## src/rtl/aclk_timegen_if.sv

```systemverilog
// rtl/aclk_timegen_if.sv - control/status bundle between the watch controller and the time generator
interface aclk_timegen_if;
  logic       reset_count;
  logic       fast_watch;
  logic       one_second;
  logic       one_minute;
  logic [5:0] sec_count;

  modport master (
    output reset_count,
    output fast_watch,
    input  one_second,
    input  one_minute,
    input  sec_count
  );

  modport slave (
    input  reset_count,
    input  fast_watch,
    output one_second,
    output one_minute,
    output sec_count
  );
endinterface

```

## src/rtl/aclk_timegen.sv

```systemverilog
// rtl/aclk_timegen.sv - prescaler producing one-second / one-minute pulses and a 0..59 seconds count
module aclk_timegen #(
  parameter int CLK_PER_SEC = 256
) (
  input  logic          clk,
  input  logic          reset,
  aclk_timegen_if.slave tg
);

  localparam int PW = (CLK_PER_SEC > 2) ? $clog2(CLK_PER_SEC) : 1;
  localparam logic [PW-1:0] PRE_MAX = PW'(CLK_PER_SEC - 1);
  localparam logic [5:0]    SEC_MAX = 6'd59;

  logic [PW-1:0] pre;
  logic [5:0]    sec_q;
  logic          fw_d;
  logic          os_q;
  logic          om_q;

  logic tick;
  logic fw_exit;
  logic sec_wrap;

  assign tick     = (pre == PRE_MAX);
  assign fw_exit  = fw_d & ~tg.fast_watch;
  assign sec_wrap = (sec_q == SEC_MAX);

  always_ff @(posedge clk) begin
    if (reset) begin
      pre   <= '0;
      sec_q <= '0;
      fw_d  <= 1'b0;
      os_q  <= 1'b0;
      om_q  <= 1'b0;
    end else if (tg.reset_count) begin
      // fw_d keeps tracking the input so a later exit is still seen as an edge
      pre   <= '0;
      sec_q <= '0;
      fw_d  <= tg.fast_watch;
      os_q  <= 1'b0;
      om_q  <= 1'b0;
    end else begin
      fw_d <= tg.fast_watch;
      pre  <= tick ? '0 : pre + 1'b1;
      os_q <= tick;
      if (fw_exit) begin
        // leaving demo mode restarts the minute; the pre-clear count decides a coincident pulse
        sec_q <= '0;
        om_q  <= tick & sec_wrap;
      end else begin
        if (tick) begin
          sec_q <= sec_wrap ? 6'd0 : sec_q + 6'd1;
        end
        om_q <= tick & (tg.fast_watch | sec_wrap);
      end
    end
  end

  assign tg.one_second = os_q;
  assign tg.one_minute = om_q;
  assign tg.sec_count  = sec_q;

  minute_implies_second: assert property (@(posedge clk) disable iff (reset) om_q |-> os_q);

endmodule

```

## src/flat_wrapper.sv

```systemverilog
// flat-port wrapper written by rule: the top's interface ports become plain ports
module aclk_timegen_flat 
#(
  parameter int CLK_PER_SEC = 256
)
  (clk, reset, tg_reset_count, tg_fast_watch, tg_one_second, tg_one_minute, tg_sec_count);
  aclk_timegen_if tg_i ();
  input  logic clk;
  input  logic reset;
  input wire logic [$bits(tg_i.reset_count)-1:0] tg_reset_count;
  input wire logic [$bits(tg_i.fast_watch)-1:0] tg_fast_watch;
  output wire logic [$bits(tg_i.one_second)-1:0] tg_one_second;
  output wire logic [$bits(tg_i.one_minute)-1:0] tg_one_minute;
  output wire logic [$bits(tg_i.sec_count)-1:0] tg_sec_count;
  assign tg_i.reset_count = tg_reset_count;
  assign tg_i.fast_watch = tg_fast_watch;
  assign tg_one_second = tg_i.one_second;
  assign tg_one_minute = tg_i.one_minute;
  assign tg_sec_count = tg_i.sec_count;
  aclk_timegen #(.CLK_PER_SEC(CLK_PER_SEC)) u_core (.clk(clk), .reset(reset), .tg(tg_i));
endmodule
```

## config.mk

```make
export PLATFORM = sky130hd
export DESIGN_NAME = aclk_timegen_flat
export DESIGN_NICKNAME = d
export VERILOG_FILES = /design/src/rtl/aclk_timegen_if.sv /design/src/rtl/aclk_timegen.sv /design/src/flat_wrapper.sv
export SDC_FILE = /design/constraint.sdc
export NUM_CORES = 1
export LEC_CHECK = 0
export ABC_CLOCK_PERIOD_IN_PS = 3600
export CAP_MARGIN = 10
export CORE_UTILIZATION = 53
export DETAILED_ROUTE_END_ITERATION = 8
export GPL_TIMING_DRIVEN = 0
export PLACE_DENSITY = 0.79
export SLEW_MARGIN = 30
export SYNTH_ARGS = -nofsm -noshare
export SYNTH_HDL_FRONTEND = slang
export SYNTH_SLANG_ARGS = --single-unit
export TNS_END_PERCENT = 50
```

## constraint.sdc

```tcl
create_clock -name clk -period 3.6 [get_ports clk]
set_clock_uncertainty 0.05 [all_clocks]
set_input_delay 0.9 -clock clk [delete_from_list [all_inputs] [get_ports clk]]
set_output_delay 0.9 -clock clk [all_outputs]
set_load 0.02 [all_outputs]
```

# Word-level counts from Yosys, hierarchy flattened
# Cells that the tools add are included.
# op_classes
addsub,2
multipliers,0
n_div,0
magnitude_cmp,0
n_eq_ne,2
shift,0
muxes,2
bitwise,5
n_reduce_logical,3
# ops
cell,count
$add A8 B1 Y8 const B,1
$eq A8 B8 Y1 const B,1
$add A6 B1 Y6 const B,1
$eq A6 B6 Y1 const B,1
$mux W6,1
$reduce_or A3 Y1,2
$and A1 B1 Y1,3
$reduce_or A2 Y1,1
$mux W1,1
$not A1 Y1,1
$or A1 B1 Y1,1
# totals
register_bits,17
latchBits,0
ramBits,0
rom_bits,0
out_inout_bits,8
elab_cells,19
mem_count,0

# Depth between registers and ports, before layout
# Gate-level depths: netlist of run 1.
# depth
depth_word,4
mapped_depth,6
mapped_depth_nobuf,5

# Least setup slack after synthesis of run 1
# No wires, ideal clock.
# synth_path
kind,input to register
from,input port tg_fast_watch
to,"register u_core.sec_q[1], in the netlist u_core.tg.sec_count[1]"
setup_time_ns,0.070
arrival_time_ns,1.540
slack_ns,1.940
stages,4
n_path_buf,0
cell_sequence,inv_1 -> a211oi_1 -> o31ai_4 -> a21oi_1
# synth_via
elab_chain_cells,3
# synth_lines
item,line,text
start: declaration,flat_wrapper.sv:11,input wire logic [$bits(tg_i.fast_watch)-1:0] tg_fast_watch;
$not A1 Y1,aclk_timegen.sv:25,assign fw_exit = fw_d & ~tg.fast_watch;
$and A1 B1 Y1,aclk_timegen.sv:25,
$reduce_or A3 Y1 (no line),--,
end signal: assignment,aclk_timegen.sv:52,sec_q <= sec_wrap ? 6'd0 : sec_q + 6'd1;
end: declaration,aclk_timegen.sv:15,logic [5:0] sec_q;
# No other way between the ends.
# A chain may end at the register's enable or synchronous reset.

# Final worst setup path of run 1
# layout_path
from,"register u_core.sec_q[2], in the netlist u_core.tg.sec_count[2]"
to,output port tg_sec_count[2]
# layout_rtl
item,line,text
end: declaration,flat_wrapper.sv:14,output wire logic [$bits(tg_i.sec_count)-1:0] tg_sec_count;
# No word-level cell between the ends.

==> results.md, run 1 <==
* Worst slew margin at 75.5%
* Critical Path Fanout Max at 6
* Number of routed nets with antenna violations at 0
* Post-DP Area at 846 sq um
* Clock root cell: clkbuf_4
* Synth Area in XOR/XNOR at 13.4%
* Cell taking the most area after synthesis: dfxtp_1
* Final setup fails at 0
* Worst VDD drop at 0.282 mV
* Clk sink count at 17
* Setup slack at placement at 1.36 ns
* Area Growth Syn to Fin at 21.4%
* Count of cell types in the netlist at 20
* Vias post-DR at 558
* Leading register cell type out of synthesis: dfxtp_1
* DIE AREA at 1510 sq um
* Worst R2R Path Depth at 5
* Crit path cell chain: clkdlybuf4s50_1
* Antenna diodes at 0
* WL per Instance at 11.2 microns
* Starting density of the core at 60.5%
* Cts bufs inserted at 3
* First-pass GRT wire length at 2060 microns
* Fin nets at 100
* Post-Layout Cell Count at 107
* Type of origin of the critical path: register
* Simple-gate share of the synthesized area at 27.4%
* Peak Freq at 0.418 GHz
* Core ar. at 1190 sq um
* RSZ-0062 raised after global routing: no
* Post-synth EDFFs at 0
* Setup crit end kind: output port
* Residual DRC at 0
* Maximum number of pins on one net before global-route repair at 10
* Final WS setup at 1.21 ns
* Worst Path Required at 2.65 ns
* Largest family of logic cells by synthesized area: simple AND/OR/NAND/NOR gates
* Finished Core Util at 73.5%
* Top cell type's share of synthesized area at 47.4%
* Initial DRC Count at 11
* Max-cap viol count at 0
* CP bufs+invs at 1
* Final Critical Period at 2.39 ns
* Run status: finished clean
* Slew @ Worst Pin at 0.365 ns
* Kind of critical path: reg2out
* Fill cell count at 88
* Layout cell share with drive strength beyond 1 at 7.53%
* Post-synthesis mux area share at 0%
* Static leakage at 0.289 nW
* CP Depth at 1
* Crit-path max cell delay at 0.66 ns
* I/O Buffers at 11
* Ports at 12
* Worst setup endpoint: tg_sec_count[2]
* GRT overflow at 0
* Async set-or-reset flop fraction in the synthesized netlist at 0%
* Post-CTS Setup Repair Bufs at 0
* Die X at 38.8 microns
* RePlAce Congestion at 0.657
* Clock buffer depth at 2
* # H-tree levels at 1
* Mapped Avg Cell Area at 9.21 sq um
* Drt pass-1 iters at 4
* Max-slew violations at 0
* Mapped Nets at 84
* Reg2Reg Launch Point: u_core.pre[0]
* Hold_buf cts at 0
* Overall routing resource usage at 21.3%
* Die height at 38.8 microns
* Syn Inst Count at 78
* Fin. Hold Viols at 0
* Register-to-register path setup slack at 1.87 ns
* # placed instances at 103
* FF+latch count, synth at 17
* Crit path max-delay family: buffers and inverters
* CP arrival at 1.44 ns
* Adder-Cell Fraction of Synth Area at 3.48%
* Setup tns final at 0 ns
* Post-Syn Area at 718 sq um
* Final wirelength at 1200 microns
* Crit-path slowest cell: clkdlybuf4s50_1
* Final worst-path cycle share at 66.5%
* Clock-pin slew on the worst setup and hold paths at 0.09 ns
* CTS tree: yes
* Post-layout instance area at 872 sq um
* Hold WC Path Type: reg2reg
* PwrDens at 347 nW/um^2
* Top cells by area, synth: dfxtp_1 (47%), xnor2_1 (11%), nor2_1 (8.9%), nand3_1 (4.2%), ha_1 (3.5%)
* Clock latency on the worst-skew pair at 0.29 ns
* Initial antenna violation count at 0
* Critical Path Start: u_core.tg.sec_count[2]
* Compound-Gate Fraction of Synth Area at 5.75%
* DP HPWL at 876 microns
* Worst r2r dst: u_core.tg.sec_count[3]
* Sequential area share after synthesis at 47.4%
* Vias per cell at 5.21
* Vias in the first global route at 488
* Core Rows at 12
* Post_cts resized at 0
* Ys Warns at 0
## worst min path at each step
stage / start / cells after the start / slack, ns / end
final: u_core.pre[0] / 1 / 0.42 / u_core.pre[0]
after global routing: u_core.pre[0] / 1 / 0.44 / u_core.pre[0]
after CTS: u_core.pre[0] / 1 / 0.42 / u_core.pre[0]
after detailed placement: u_core.pre[0] / 1 / 0.40 / u_core.pre[0]
after global placement: u_core.pre[0] / 1 / 0.39 / u_core.pre[0]
after floorplan: u_core.pre[0] / 1 / 0.38 / u_core.pre[0]
## area by class of cell
type                       instances  area, sq um  area share [%]
buffer                             1         3.75           0.430
clock buffer                       4         26.3            3.01
inverter                           4         15.0            1.72
multi-input combinational         56          359            41.2
sequential                        17          340            39.0
tap                               14         17.5            2.01
timing repair buffer              11          110            12.6
## sequential cells by signal, indices dropped and copies added, names as in the netlist
| signal | flops |
|---|---|
| u_core.pre | 8 |
| u_core.tg.sec_count | 6 |
| u_core.fw_d | 1 |
| u_core.tg.one_minute | 1 |
| u_core.tg.one_second | 1 |
## synthesized netlist by cell type, drive strengths merged (2+ instances only)
cell type / instances
nand4: 2
nand3: 6
ha: 2
nor2: 17
xnor2: 9
inv: 4
nand2: 5
xor2: 2
dfxtp: 17
nor3: 6
## power by group
part           total (mW)  leakage, nW  internal, mW  switching (mW)
clock network       0.100       0.0150        0.0431          0.0571
registers           0.191        0.137         0.190         0.00112
logic              0.0113        0.136       0.00539         0.00589
total               0.302        0.289         0.238          0.0641
## kinds of logic (layout without fill, tap and decap cells)
logic type               count (synthesis)  after routing
flip-flops                              17             17
AO/OA/AOI/OAI                            4              4
adder cells (fa/ha/maj)                  2              2
buffers and inverters                    5             20
AND/OR/NAND/NOR                         39             39
XOR/XNOR                                11             11
## routing by layer
layer,GRT usage [%],routed length (microns),vias to the layer above
met5,0,0,-
met1,26.0,603,241
li1,-,-,290
met2,30.8,502,21
met4,12.9,28,0
met3,8.67,68,6
## stage by stage
stage	power, mW	hold WS (ns)
global route	0.317	0.445
CTS	0.305	0.423
global placement	0.206	0.394
floorplan	0.200	0.380
finish	0.302	0.418
detailed placement	0.206	0.401
## worst register-to-register path, cell delays in order, from the launching register on
cell and delay [ns]:
dfxtp_1 0.38, ha_1 0.26, nand4_4 0.17, or2_4 0.31, o31ai_4 0.35, nor2_1 0.09
## layout by cell type (no fill, tap or decap), drive strengths merged
cell type and instances:
xor2 2, nor3 6, inv 4, xnor2 9
a21oi 1, nor4 1, nand4 2, clkdlybuf4s50 11
or3 1, a211oi 1, nand2 5, or2 1
clkbuf 5, nor2 17, nand3 6, ha 2
o31ai 1, dfxtp 17, o21a 1
No activity file was read; power rests on OpenSTA's default activity.
==> inputs of run 2 (changes only) <==
ABC_CLOCK_PERIOD_IN_PS = 2100   (was 3600)
CORE_UTILIZATION = 44   (was 53)
PLACE_DENSITY = 0.7   (was 0.79)
clock period = 2.1 ns   (was 3.6 ns; I/O delays follow)
==> run 2 against run 1 <==
Critical path depth is the same. Wire length shrank 2.7%. Via count down 4.1%. First-iteration DRC count shrank 64%. Worst hold slack gained 0.012 ns. Clock-buffer cell count decreased by 1. Sequential power rose by 71%. Combinational power is 70% higher. Die area is 19% higher. Final cell count rose by 1.9%. Sequential share of layout area decreased by 0.17 points. Worst setup slack worse by 1.1 ns. Largest cell class unchanged. Largest power group unchanged. Highest routed layer unchanged.
==> results.md, run 2 (same netlist as run 1, synthesis figures left out) <==
* Initial DRC Count at 4 (was 11)
* Slew @ Worst Pin at 0.370 ns (was 0.365 ns)
* Core ar. at 1520 sq um (was 1190 sq um)
* Post-Layout Cell Count at 109 (was 107)
* Setup tns final at 0 ns (unchanged)
* Clock buffer depth at 2 (unchanged)
* Most frequent cells in the layout: nor2_1 (17), dfxtp_1 (17), clkdlybuf4s50_1 (11) (unchanged)
* Crit-path max cell delay at 0.66 ns (about the same)
* Overall routing resource usage at 15.9% (was 21.3%)
* Core Rows at 14 (was 12)
* DIE AREA at 1800 sq um (was 1510 sq um)
* CP arrival at 1.43 ns (was 1.44 ns)
* Worst Path Required at 1.52 ns (was 2.65 ns)
* Ports at 12 (unchanged)
* Worst VDD drop at 0.349 mV (was 0.282 mV)
* Final WS setup at 0.0975 ns (was 1.21 ns)
* Area Growth Syn to Fin at 22.0% (was 21.4%)
* CTS tree: yes (unchanged)
* Setup slack at placement at 0.229 ns (was 1.36 ns)
* Residual DRC at 0 (unchanged)
* Kind of critical path: reg2out (unchanged)
* Critical Path Fanout Max at 6 (unchanged)
* GRT overflow at 0 (unchanged)
* RePlAce Congestion at 0.750 (was 0.657)
* Maximum number of pins on one net before global-route repair at 11 (was 10)
* Max-cap viol count at 0 (unchanged)
* Finished Core Util at 57.5% (was 73.5%)
* Fin. Hold Viols at 0 (unchanged)
* # placed instances at 105 (was 103)
* Die X at 42.4 microns (was 38.8 microns)
* Hold Worst Slack at 0.430 ns (was 0.418 ns)
* Type of origin of the critical path: register (unchanged)
* Post_cts resized at 0 (unchanged)
* Layout cell share with drive strength beyond 1 at 8.60% (was 7.53%)
* PwrDens at 595 nW/um^2 (was 347 nW/um^2)
* Setup crit end kind: output port (unchanged)
* Final wirelength at 1170 microns (was 1200 microns)
* DP HPWL at 865 microns (was 876 microns)
* Clock-pin slew on the worst setup and hold paths at 0.10 ns (was 0.09 ns)
* Final Critical Period at 2.00 ns
* # H-tree levels at 1 (unchanged)
* Starting density of the core at 47.1% (was 60.5%)
* Final setup fails at 0 (unchanged)
* WL per Instance at 10.7 microns (was 11.2 microns)
* Drt pass-1 iters at 2 (was 4)
* Vias per cell at 4.91 (was 5.21)
* Number of routed nets with antenna violations at 0 (unchanged)
* Post-layout instance area at 876 sq um (was 872 sq um)
* Clock root cell: clkbuf_4 (unchanged)
* Hold_buf cts at 0 (unchanged)
* Tot Pwr at 0.521 mW (was 0.302 mW)
* Hold WC Path Type: reg2reg (unchanged)
* Fill cell count at 137 (was 88)
* Max-slew violations at 0 (unchanged)
* Run status: finished clean (unchanged)
* RSZ-0062 raised after global routing: no (unchanged)
* Crit path cell chain: clkdlybuf4s50_1 (unchanged)
* I/O Buffers at 11 (unchanged)
* Die height at 42.4 microns (was 38.8 microns)
* Static leakage at 0.292 nW (was 0.289 nW)
* Max FFs per register at 8 (unchanged)
* Vias in the first global route at 469 (was 488)
* Worst slew margin at 75.2% (was 75.5%)
* Vias post-DR at 535 (was 558)
* Cts bufs inserted at 3 (unchanged)
* Peak Freq at 0.499 GHz
* Crit path max-delay family: buffers and inverters (unchanged)
* Post-DP Area at 848 sq um (was 846 sq um)
* Initial antenna violation count at 0 (unchanged)
* First-pass GRT wire length at 2040 microns (was 2060 microns)
* Crit-path slowest cell: clkdlybuf4s50_1 (unchanged)
* Antenna diodes at 0 (unchanged)
* Post-CTS Setup Repair Bufs at 0 (unchanged)
* Fin nets at 100 (unchanged)
* Clock latency on the worst-skew pair at 0.29 ns (about the same)
* CP bufs+invs at 1 (unchanged)
* Final worst-path cycle share at 95.4%
* Clk sink count at 17 (unchanged)
* Biggest register: u_core.pre (unchanged)
[run 2: cell count changes in the layout (fill, tap and decap cells not counted), sizes merged]
cell and delta:
clkbuf -1, clkinv +1
[run 2: per-layer routing]
metal	routed length, microns	part of all wire (%)	GRT usage (%)
met5	0	0	0
met4	29	2.5	11.3
met3	44	3.8	6.47
met2	480	41	21.5
met1	615	53	20.1
[run 2: final timing paths]
| path | from | endpoint | slack [ns] | depth (start not counted) |
|---|---|---|---|---|
| max | u_core.tg.sec_count[2] | tg_sec_count[2] | 0.1 | 1 |
| min | u_core.pre[0] | u_core.pre[0] | 0.43 | 1 |
| max reg2reg | u_core.pre[0] | u_core.pre[2] | 0.35 | 6 |
| min reg2reg | u_core.pre[0] | u_core.pre[0] | 0.43 | 1 |
[run 2: final cells by class]
type                            instances  area, sq um  area share (%)
Clock inverter                          1         5.00           0.571
Multi-Input combinational cell         56          359            41.0
Sequential cell                        17          340            38.9
Tap cell                               16         20.0            2.29
Buffer                                  1         3.75           0.429
Inverter                                4         15.0            1.71
Timing Repair Buffer                   11          110            12.6
Clock buffer                            3         22.5            2.57
[run 2: power by group]
group,switching [mW],total (mW),internal (mW)
registers,0.00203,0.327,0.325
clock network,0.104,0.175,0.0709
logic,0.00996,0.0192,0.00920
total,0.116,0.521,0.405
